==> config.mk <==
export PLATFORM = sky130hd
export DESIGN_NAME = io_event_bridge
export DESIGN_NICKNAME = d
export VERILOG_FILES = /design/src/rtl/io_event_bridge.sv
export SDC_FILE = /design/constraint.sdc
export NUM_CORES = 1
export LEC_CHECK = 0
export CORE_MARGIN = 4
export CORE_UTILIZATION = 55
export CTS_BUF_LIST = sky130_fd_sc_hd__clkbuf_4
export DETAILED_ROUTE_END_ITERATION = 10
export PLACE_DENSITY = 0.9
export SLEW_MARGIN = 20
export SYNTH_ARGS = -nofsm -noshare
export SYNTH_HDL_FRONTEND = slang
export SYNTH_SLANG_ARGS = --single-unit
==> constraint.sdc <==
create_clock -name clock -period 4.6 [get_ports clock]
set_input_delay 0.46 -clock clock [delete_from_list [all_inputs] [get_ports clock]]
set_output_delay 0.46 -clock clock [all_outputs]
set_load 0.01 [all_outputs]
==> src/rtl/io_event_bridge.sv <==
`timescale 1ns/1ps
// Debounced buttons become sticky events in r20; a frame divider advances r22 and snapshots the score.
// Button edge reaches r20 after 2+DEBOUNCE_CYCLES cycles, acks act on the next edge; no backpressure.
module io_event_bridge #(
  parameter int DEBOUNCE_CYCLES = 250000,
  parameter int FRAME_CYCLES    = 833333
) (
  input  logic        clock,
  input  logic        ctrl_reset_n,
  input  logic        btn_jump,
  input  logic        btn_duck,
  input  logic [31:0] r16,
  input  logic [31:0] r17,
  output logic [31:0] r20,
  output logic [31:0] r22,
  output logic [31:0] disp_score,
  output logic        disp_valid
);

  localparam int DW = $clog2(DEBOUNCE_CYCLES);
  localparam int FW = $clog2(FRAME_CYCLES);
  localparam logic [DW-1:0] DB_LAST = DW'(DEBOUNCE_CYCLES - 1);
  localparam logic [FW-1:0] FR_LAST = FW'(FRAME_CYCLES - 1);

  // Button index 0 is jump, 1 is duck.
  logic [1:0]         sync1, sync2, stable;
  logic [1:0][DW-1:0] db_cnt;
  logic [1:0]         db_flip;
  logic [1:0]         ack_hist, ack_edge;
  logic               jump_rise, tick;
  logic               jump_pend, frame_pend;
  logic [7:0]         press_cnt;
  logic [FW-1:0]      div;
  logic [31:0]        frame_q, score_q;
  logic               unused_r17;

  always_comb begin
    db_flip = '0;
    for (int i = 0; i < 2; i++) begin
      db_flip[i] = (sync2[i] != stable[i]) && (db_cnt[i] == DB_LAST);
    end
  end

  assign jump_rise  = db_flip[0] & sync2[0];
  assign ack_edge   = r17[1:0] & ~ack_hist;
  assign tick       = (div == FR_LAST);
  assign unused_r17 = ^r17[31:2];

  always_ff @(posedge clock or negedge ctrl_reset_n) begin
    if (!ctrl_reset_n) begin
      sync1      <= '0;
      sync2      <= '0;
      stable     <= '0;
      db_cnt     <= '0;
      ack_hist   <= '0;
      jump_pend  <= 1'b0;
      frame_pend <= 1'b0;
      press_cnt  <= '0;
      div        <= '0;
      frame_q    <= '0;
      score_q    <= '0;
      disp_valid <= 1'b0;
    end else begin
      sync1 <= {btn_duck, btn_jump};
      sync2 <= sync1;
      for (int i = 0; i < 2; i++) begin
        if (sync2[i] == stable[i]) begin
          db_cnt[i] <= '0;
        end else if (db_flip[i]) begin
          stable[i] <= sync2[i];
          db_cnt[i] <= '0;
        end else begin
          db_cnt[i] <= db_cnt[i] + 1'b1;
        end
      end

      ack_hist <= r17[1:0];

      // A set on the same edge as an ack wins so no event is lost.
      if (jump_rise) begin
        jump_pend <= 1'b1;
        press_cnt <= press_cnt + 8'd1;
      end else if (ack_edge[0]) begin
        jump_pend <= 1'b0;
      end

      div <= tick ? '0 : div + 1'b1;
      if (tick) begin
        frame_q    <= frame_q + 32'd1;
        score_q    <= r16;
        frame_pend <= 1'b1;
      end else if (ack_edge[1]) begin
        frame_pend <= 1'b0;
      end
      disp_valid <= tick;
    end
  end

  assign r20        = {16'h0000, press_cnt, 5'b00000, frame_pend, stable[1], jump_pend};
  assign r22        = frame_q;
  assign disp_score = score_q;

endmodule

==> results.json, run 1 <==
{
  "status": "finished, final reports clean",
  "cts_tree": "done",
  "total_power_w": 0.00213,
  "synth_top_cell_area_share": 0.532,
  "comb_power_share": 0.038,
  "synth_area_leaders": "dfrtp_1, mux2_2, xor2_1, xnor2_1, buf_4",
  "synth-seq-area-share": 0.532,
  "diodes": 0,
  "dr_total_vias": 4867,
  "port_buffers": 113,
  "wl_per_cell_um": 16.2,
  "ir_drop_mv": 0.222,
  "drt-total-wl_um": 13900,
  "synth_area_um2": 6540,
  "top_level_ports": 165,
  "cap_viol_max_count": 0,
  "worst_pin_slew_ps": 898,
  "synth_area_per_cell_um2": 11.1,
  "fin_ws_ps": 1820,
  "nets": 778,
  "clk_pin_slew_ps": 120,
  "cp_slowest_stage_delay_ps": 580,
  "tns_ps": 0,
  "cts_max_path_buffers": 2,
  "start_kind": "flop",
  "die-height_um": 117,
  "drc_errors": 0,
  "hold_violations": 0,
  "cts_buffers": 17,
  "hpwl_um": 9830,
  "h-tree-depth": 4,
  "hold_class": "in2reg",
  "cpMostUsedCell": "or4_1",
  "start_util": 0.568,
  "dp_slack_ps": 1830,
  "p_int_w": 0.00165,
  "root_buffer": "clkbuf_4",
  "dieWidth_um": 117,
  "critPathTopFamily": "simple AND/OR/NAND/NOR gates",
  "crit_type": "reg2reg",
  "finalWorstPathRequiredPeriod_ps": 2780,
  "gr-total-overflow": 0,
  "p_seq_frac": 0.579,
  "post_cts_buffers": 0,
  "dieArea_um2": 13700,
  "crit_chain": "or4_1 -> or4_1 -> buf_4 -> nor2_8 -> mux2_2",
  "crit_slowest_cell": "nor2_8",
  "p_leak_nw": 3.56,
  "rsz0062_at_grt": "no",
  "num-fill-cells": 827,
  "path_buf_inv": 1,
  "swShare": 0.228,
  "clock-skew-final_ps": 16.8,
  "cts_num_sinks": 139,
  "netSwitchingPower_w": 0.000486,
  "antenna_left": 0,
  "critPathMaxFanout": 46,
  "drv_slew": 0,
  "synth_cell_types": 42,
  "arrival_ps": 3210,
  "core-area_um2": 11500,
  "antenna_found_initial": 0,
  "power.share.clock": 0.383,
  "grt_pass1_vias": 5021,
  "worstPathRequired_ps": 5040,
  "syn_to_final_growth_pct": 22.0,
  "worstSetupEndpointType": "flop",
  "yosys_warnings": 0,
  "power_density_nw_per_um2": 267,
  "rows": 39,
  "avgViaCountPerCell": 5.66,
  "ys_ff_latch": 139,
  "dr.first_iter.drc_count": 288,
  "finalSetupViolations": 0,
  "layout-drive-gt1-share": 0.119,
  "grt_start_max_net_pins": 92,
  "relSlewSlack": 0.395,
  "fmax_ghz": 0.360,
  "grt_pass1_wl_um": 23500,
  "grt_usage": 0.217,
  "yosysTopAreaCell": "dfrtp_1",
  "gp_congestion": 0.869,
  "holdWs_ps": 343,
  "syn-instance-count": 589,
  "clk_latency_ps": 550,
  "dr.pass1.iters": 4,
  "final.period_utilization": 0.603
}
[synthesized netlist by cell type, drive strengths merged]
library cell and number:
nor4b 1, and2 2, nor4 38, o221ai 1
clkbuf 7, or2 4, xor2 45, nor3b 1
and3 11, ha 6, inv 19, nand3b 2
o31ai 8, nand4 20, or4 10, nor4bb 1
nand4bb 1, nand2 29, xnor2 36, buf 35
nor2b 3, mux2 35, conb 1, a21o 1
o41ai 1, dfrtp 139, a21oi 6, and4 5
o21ai 4, nand3 35, o2bb2ai 1, o22ai 1
or3 2, nand2b 2, nor3 23, nor2 53
[timing repair]
action	4_1_cts	5_1_grt
gates resized for setup	0	0
hold endpoints to repair	57	0
setup endpoints to repair	0	0
hold buffers	1	0
[logic make-up (layout without fill, tap and decap cells)]
family | after synthesis | after routing | share of synthesized area
other | 1 | 21 | 0.000573
adder cells (fa/ha/maj) | 6 | 6 | 0.0115
AO/OA/AOI/OAI | 23 | 23 | 0.0241
multiplexers | 35 | 35 | 0.0603
buffers and inverters | 61 | 169 | 0.0541
flip-flops | 139 | 139 | 0.532
AND/OR/NAND/NOR | 243 | 243 | 0.209
XOR/XNOR | 81 | 81 | 0.108
[power by group through the flow]
stage	combinational, W	sequential, W	clock, W
floorplan	0.0000347	0.00126	0
global placement	0.0000793	0.00126	0
detailed placement	0.0000818	0.00126	0
CTS	0.0000833	0.00123	0.000834
global route	0.0000926	0.00123	0.000895
finish	0.0000813	0.00123	0.000816
[flip-flops by register name (all words and copies together) (netlist names)]
signal and flops:
db_cnt 36, ack_hist 2, sync2 2, press_cnt 8, r22 32, frame_pend 1
jump_pend 1, div 20, disp_score 32, sync1 2, stable 2, disp_valid 1
[final cells by class]
type / instances / area, µm² / area share
Timing Repair Buffer: 118 / 1170 / 0.147
Tap cell: 143 / 179 / 0.0224
Inverter: 19 / 71.3 / 0.00894
Clock buffer: 19 / 143 / 0.0179
Sequential cell: 139 / 3480 / 0.436
Clock inverter: 13 / 151 / 0.0190
Multi-Input combinational cell: 409 / 2780 / 0.349
[per-stage QoR]
| stage | std cells | cell area [µm²] | utilization |
|---|---|---|---|
| finish | 860 | 7980 | 0.693 |
| global route | 860 | 7980 | 0.693 |
| CTS | 860 | 7980 | 0.693 |
| detailed placement | 827 | 7670 | 0.666 |
| global placement | 827 | 7670 | 0.666 |
| floorplan | 609 | 6620 | - |
[routing by layer]
metal  share of wire  global-route usage  wire length [µm]  vias up
met1            0.40               0.264              5610     2433
met2            0.51               0.360              7120      145
li1                -                   -                 -     2266
met5               0                   0                 0        -
met4           0.015              0.0703               209        0
met3           0.070              0.0787               980       23
[final timing paths]
kind	slack, ps	endpoint	cells after the start	start
worst max register to register	1820	disp_score[2]$_DFFE_PN0P_	5	div[7]$_DFF_PN0_
worst max-delay path	1820	disp_score[2]$_DFFE_PN0P_	5	div[7]$_DFF_PN0_
min in group asynchronous	530	press_cnt[3]$_DFFE_PN0P_	2	ctrl_reset_n
worst min-delay path	340	sync1[0]$_DFF_PN0_	1	btn_jump
worst min register to register	350	sync2[0]$_DFF_PN0_	0	sync1[0]$_DFF_PN0_
max in group asynchronous	2940	div[15]$_DFF_PN0_	3	ctrl_reset_n
[cells in the final DEF, fill, tap and decap left out, types with 19 or more instances in the layout]
master           instances
dfrtp_1                139
xor2_1                  45
nand4_1                 20
clkdlybuf4s50_1        112
nand3_1                 35
conb_1                  21
nor2_1                  52
nor4_1                  27
nor3_1                  23
mux2_2                  35
nand2_1                 29
inv_1                   19
xnor2_1                 36
clkbuf_4                19
No activity file was read; power rests on OpenSTA's default activity.
==> inputs of run 2 (changes only) <==
--- a/config.mk
+++ b/config.mk
@@ -6,10 +6,10 @@
 export NUM_CORES = 1
 export LEC_CHECK = 0
 export CORE_MARGIN = 4
-export CORE_UTILIZATION = 55
+export CORE_UTILIZATION = 51
 export CTS_BUF_LIST = sky130_fd_sc_hd__clkbuf_4
 export DETAILED_ROUTE_END_ITERATION = 10
-export PLACE_DENSITY = 0.9
+export PLACE_DENSITY = 0.85
 export SLEW_MARGIN = 20
 export SYNTH_ARGS = -nofsm -noshare
 export SYNTH_HDL_FRONTEND = slang
==> constraint.sdc (replaced) <==
create_clock -name clock -period 2.8 [get_ports clock]
set_input_delay 0.28 -clock clock [delete_from_list [all_inputs] [get_ports clock]]
set_output_delay 0.28 -clock clock [all_outputs]
set_load 0.01 [all_outputs]
==> run 2 against run 1 <==
Final cell count increased by 3.7%. Critical path depth unchanged. Critical path type unchanged. Core utilization shrank 5.0 points.
==> results.json, run 2 (same netlist as run 1, synthesis figures left out) <==
{
  "crit_type": "reg2reg",
  "final.period_utilization": 0.897,
  "start_util": 0.520,
  "worstSetupEndpointType": "flop",
  "cts_resized": 0,
  "cts_num_sinks": 139,
  "core-area_um2": 12600,
  "port_buffers": 113,
  "post_cts_buffers": 0,
  "crit_path_end": "r22[16]$_DFFE_PN0P_",
  "antenna_left": 0,
  "hpwl_um": 10200,
  "drc_errors": 0,
  "rsz0062_at_grt": "no",
  "ff2ff_setup_slack_ps": 290,
  "layout-drive-gt1-share": 0.119,
  "top_usage_layer": "met2",
  "clock-skew-final_ps": 13.4,
  "finalWorstPathRequiredPeriod_ps": 2510,
  "finalSetupViolations": 0,
  "cts_tree": "done",
  "grt_pass1_wl_um": 23800,
  "dieWidth_um": 121,
  "p_int_w": 0.00281,
  "wl_per_cell_um": 15.8,
  "grt_usage": 0.203,
  "start_kind": "flop",
  "fmax_ghz": 0.398,
  "ir_drop_mv": 0.326,
  "hold_class": "in2reg",
  "diodes": 0,
  "avgViaCountPerCell": 5.37,
  "drv_slew": 0,
  "dr.first_iter.drc_count": 345,
  "layout_common_cells": "dfrtp_1, clkdlybuf4s50_1, nor2_1",
  "worstRegToRegCells": 5,
  "dr_total_vias": 4787,
  "nets": 781,
  "rr_startpoint": "div[7]$_DFF_PN0_",
  "final_common_cell": "dfrtp_1",
  "grt_util_met3": 0.0769,
  "dr.pass1.iters": 5,
  "critPathMaxFanout": 33,
  "num-fill-cells": 990,
  "status": "finished, final reports clean",
  "root_buffer": "clkbuf_4",
  "relSlewSlack": 0.501,
  "crit_start": "div[7]$_DFF_PN0_",
  "rr_endpoint": "r22[16]$_DFFE_PN0P_",
  "antenna_found_initial": 0,
  "cap_viol_max_count": 0,
  "tns_ps": 0,
  "worst_pin_slew_ps": 740,
  "fin_ws_ps": 287,
  "arrival_ps": 2980,
  "worstPathRequired_ps": 3270,
  "syn_to_final_growth_pct": 23.5,
  "regMostFlops": "db_cnt",
  "netSwitchingPower_w": 0.000773,
  "clk_latency_ps": 540,
  "gr-total-overflow": 0,
  "rows": 41,
  "dp_slack_ps": 308,
  "grt_pass1_vias": 4844,
  "die-height_um": 121,
  "hold_violations": 0,
  "dieArea_um2": 14700,
  "power.share.clock": 0.396,
  "comb_power_share": 0.039,
  "met2_usage": 0.331,
  "cts_max_path_buffers": 2,
  "grt_start_max_net_pins": 62,
  "p_seq_frac": 0.566,
  "met1_usage": 0.251,
  "cts_buffers": 17,
  "postCtsHoldBufs": 1,
  "gp_congestion": 0.820,
  "drt-total-wl_um": 14100,
  "swShare": 0.216,
  "largest_register_ffs": 36,
  "power_density_nw_per_um2": 444,
  "h-tree-depth": 4,
  "top_level_ports": 165,
  "clk_pin_slew_ps": 120,
  "p_leak_nw": 3.61
}
-- run 2: cell count changes in the layout (fill, tap and decap cells not counted) --
cell,change
clkinvlp_4,-4
buf_12,+2
clkbuf_4,+2
clkinv_1,+2
buf_4,+1
bufinv_16,+1
clkinv_4,-1
-- run 2: metrics by stage --
step                      utilization  std cells  area [µm²]  hold slack (ps)  power [W]
final                           0.643        892        8080              164    0.00358
after global routing            0.643        892        8080              127    0.00373
after CTS                       0.643        892        8080              125    0.00361
after detailed placement        0.617        859        7760              273    0.00221
after global placement          0.617        859        7760              268    0.00220
after floorplan                     -        609        6620            -15.6    0.00212
-- run 2: metal layers --
layer / vias up / part of all wire
met5: - / 0
li1: 2264 / -
met2: 156 / 0.50
met1: 2346 / 0.41
met4: 0 / 0.018
met3: 21 / 0.074
-- run 2: how the worst min path moves through the flow --
stage                 start                  endpoint  slack [ps]  cells after the start
2_1_floorplan  ctrl_reset_n     ack_hist[0]$_DFF_PN0_         -20                      0
3_3_place_gp   ctrl_reset_n  press_cnt[7]$_DFFE_PN0P_         270                      1
3_5_place_dp   ctrl_reset_n      db_cnt[16]$_DFF_PN0_         270                      1
4_1_cts            btn_jump        sync1[0]$_DFF_PN0_         130                      1
5_1_grt            btn_jump        sync1[0]$_DFF_PN0_         130                      1
6_report           btn_jump        sync1[0]$_DFF_PN0_         160                      1
-- run 2: cell type report --
class	count	area, µm²	area share
Inverter	19	71.3	0.00883
Clock buffer	21	158	0.0195
Clock inverter	11	150	0.0186
Tap cell	172	215	0.0267
Sequential cell	139	3480	0.431
Timing Repair Buffer	121	1220	0.151
Multi-Input combinational cell	409	2780	0.345
-- run 2: critical path: stages (launching register included) --
cell and delay, ps:
dfrtp_1 440, or4_1 490, or4_1 540, buf_4 320, nor4_1 410, xor2_1 220
-- run 2: power groups by stage --
stage	Sequential [W]	Combinational [W]	Clock, W
floorplan	0.00206	0.0000569	0
global placement	0.00206	0.000135	0
detailed placement	0.00207	0.000140	0
CTS	0.00203	0.000142	0.00144
global route	0.00203	0.000156	0.00154
finish	0.00203	0.000138	0.00142
==> inputs of run 3 (changes only) <==
--- a/config.mk
+++ b/config.mk
@@ -5,8 +5,9 @@
 export SDC_FILE = /design/constraint.sdc
 export NUM_CORES = 1
 export LEC_CHECK = 0
+export ABC_AREA = 1
 export CORE_MARGIN = 4
-export CORE_UTILIZATION = 51
+export CORE_UTILIZATION = 53
 export CTS_BUF_LIST = sky130_fd_sc_hd__clkbuf_4
 export DETAILED_ROUTE_END_ITERATION = 10
 export PLACE_DENSITY = 0.85
==> run 3 against run 2 <==
Clock power is 8% higher. Critical path depth grew 4. Clock skew is 7.4 ps higher. Sequential cell count unchanged. Via count grew 36%. Total power grew 3.3%. Sequential power hardly changed. Cell area up 12%. Critical endpoint is now div[12]$_DFF_PN0_.
==> results.json, run 3 <==
{
  "status": "finished, final reports clean",
  "grt_start_max_net_pins": 69,
  "critPathMaxFanout": 16,
  "cts_tree": "done",
  "cpMostUsedCell": "inv_1",
  "path_buf_inv": 3,
  "yosysTopAreaCell": "dfrtp_1",
  "start_util": 0.540,
  "core-area_um2": 13800,
  "finalWorstPathRequiredPeriod_ps": 2050,
  "layout_common_cells": "nand2_1, nor2_1, dfrtp_1",
  "antenna_found_initial": 0,
  "final_cells": 1332,
  "syn_to_final_growth_pct": 21.3,
  "avgViaCountPerCell": 4.88,
  "multi_input_area_um2": 3390,
  "hold_violations": 0,
  "tns_ps": 0,
  "cts_buffers": 17,
  "syn-instance-count": 1014,
  "p_int_w": 0.00289,
  "dieWidth_um": 127,
  "yosys_warnings": 0,
  "ys_ff_latch": 139,
  "cts_resized": 0,
  "fmax_ghz": 0.488,
  "swShare": 0.220,
  "antenna_left": 0,
  "die-height_um": 127,
  "critPathTopFamily": "simple AND/OR/NAND/NOR gates",
  "synth_top_cell_area_share": 0.466,
  "power_density_nw_per_um2": 409,
  "largest_register_ffs": 36,
  "comb_power_share": 0.037,
  "placed_cell_area_um2": 8700,
  "grt_usage": 0.210,
  "crit_chain": "inv_1 -> ha_1 -> nand2_1 -> nor2_1 -> nand2_1 -> nor2_2 -> inv_1 -> nand3_1 -> inv_1",
  "dp.cells": 1299,
  "synth.top_cells.by_count": "nand2_1, nor2_1, dfrtp_1",
  "postCtsHoldBufs": 1,
  "crit_type": "reg2reg",
  "h-tree-depth": 4,
  "synth.most_common_cell": "nand2_1",
  "relSlewSlack": 0.448,
  "root_buffer": "clkbuf_4",
  "cts_num_sinks": 139,
  "worst_pin_slew_ps": 827,
  "synth_top_flop_cell": "dfrtp_1",
  "wl_per_cell_um": 12.2,
  "top_level_ports": 165,
  "rsz0062_at_grt": "no",
  "gp_congestion": 0.927,
  "rows": 43,
  "final.period_utilization": 0.732,
  "num-fill-cells": 1190,
  "worstPathRequired_ps": 3230,
  "gr-total-overflow": 0,
  "finalSetupViolations": 0,
  "synth_cell_types": 29,
  "cts_max_path_buffers": 2,
  "start_kind": "flop",
  "dr.pass1.iters": 5,
  "netSwitchingPower_w": 0.000814,
  "power.share.clock": 0.415,
  "grt_pass1_vias": 6150,
  "register_area_um2": 3480,
  "layout-drive-gt1-share": 0.0651,
  "regMostFlops": "db_cnt",
  "hpwl_um": 11800,
  "cap_viol_max_count": 0,
  "p_leak_nw": 4.11,
  "cp_slowest_stage_delay_ps": 660,
  "nets": 1213,
  "drt-total-wl_um": 16200,
  "fin_area_um2": 9060,
  "synth_edf_count": 0,
  "port_buffers": 113,
  "drc_errors": 0,
  "synth_area_um2": 7470,
  "synth_area_leaders": "dfrtp_1, nand2_1, nor2_1, inv_1, nand3_1",
  "clk_pin_slew_ps": 110,
  "clock-skew-final_ps": 20.8,
  "grt_pass1_wl_um": 27900,
  "post_cts_buffers": 0,
  "arrival_ps": 2480,
  "dr.first_iter.drc_count": 439,
  "crit_slowest_cell": "nor2_2",
  "worstSetupEndpointType": "flop",
  "ir_drop_mv": 0.430,
  "diodes": 0,
  "dieArea_um2": 16100,
  "dr_total_vias": 6500,
  "final_common_cell": "nand2_1",
  "drv_slew": 0,
  "synth-seq-area-share": 0.466,
  "clk_latency_ps": 540,
  "p_seq_frac": 0.548,
  "async_flop_share": 1.00,
  "hold_class": "in2reg",
  "synth_area_per_cell_um2": 7.37
}
==> run 3: cell types whose count changed after synthesis, moves of 11 or more <==
cell,delta
nor4_1,-27
mux2_2,-35
and3_1,-11
xnor2_1,-20
nand2_1,+360
nor4_2,-11
nand3_1,+15
xor2_1,-18
inv_1,+81
nor2_1,+100
==> run 3: worst register-to-register path, cell delays in order, from the launching register on <==
cell and delay [ps]:
dfrtp_1 430, inv_1 70, ha_1 160, nand2_1 50, nor2_1 130, nand2_1 80, nor2_2 660, inv_1 190
nand3_1 130, inv_1 40
==> run 3: cell type report <==
| class | instances | share of cell area |
|---|---|---|
| clock inverters | 13 | 0.0220 |
| inverters | 106 | 0.0441 |
| multi-input cells | 752 | 0.374 |
| flip-flops and latches | 139 | 0.384 |
| repair buffers | 123 | 0.135 |
| clock buffers | 19 | 0.0158 |
| well taps | 180 | 0.0249 |
==> run 3: cells by family (layout without fill, tap and decap cells) <==
| group | count (synthesis) | in the layout | synth area share |
|---|---|---|---|
| other | 1 | 21 | 0.000502 |
| adder cells (fa/ha/maj) | 6 | 6 | 0.0101 |
| XOR/XNOR | 44 | 44 | 0.0526 |
| AND/OR/NAND/NOR | 659 | 659 | 0.365 |
| flip-flops | 139 | 139 | 0.466 |
| AO/OA/AOI/OAI | 22 | 22 | 0.0156 |
| buffers and inverters | 143 | 261 | 0.0905 |
==> run 3: routing by layer <==
metal / routed length, µm / track usage / share of wire / vias to the layer above
li1: - / - / - / 3312
met1: 7140 / 0.271 / 0.44 / 2987
met2: 7710 / 0.340 / 0.48 / 177
met3: 1130 / 0.0678 / 0.069 / 24
met4: 233 / 0.0612 / 0.014 / 0
met5: 0 / 0 / 0 / -
==> run 3: per-stage QoR <==
| step | utilization | worst slack, ps | total power [W] | hold slack, ps |
|---|---|---|---|---|
| floorplan | - | 1290 | 0.00212 | -15.6 |
| global placement | 0.630 | 803 | 0.00220 | 309 |
| detailed placement | 0.630 | 776 | 0.00221 | 318 |
| CTS | 0.655 | 751 | 0.00375 | 129 |
| global route | 0.655 | 556 | 0.00386 | 134 |
| finish | 0.655 | 751 | 0.00370 | 179 |
==> run 3: power by group through the flow <==
stage          sequential, W  clock (W)  combinational (W)
2_1_floorplan        0.00206          0          0.0000584
3_3_place_gp         0.00207          0           0.000136
3_5_place_dp         0.00207          0           0.000139
4_1_cts              0.00203    0.00158           0.000141
5_1_grt              0.00203    0.00168           0.000157
6_report             0.00203    0.00154           0.000137
==> run 3: path summary, 6_finish.rpt <==
path	start	endpoint	slack, ps	cells after the start
hold reg to reg	sync1[0]$_DFF_PN0_	sync2[0]$_DFF_PN0_	360	0
setup reg to reg	div[0]$_DFF_PN0_	div[12]$_DFF_PN0_	750	9
hold / removal	btn_jump	sync1[0]$_DFF_PN0_	180	1
min in group asynchronous	ctrl_reset_n	db_cnt[33]$_DFF_PN0_	280	2
max in group asynchronous	ctrl_reset_n	sync2[0]$_DFF_PN0_	1770	3
setup / recovery	div[0]$_DFF_PN0_	div[12]$_DFF_PN0_	750	9
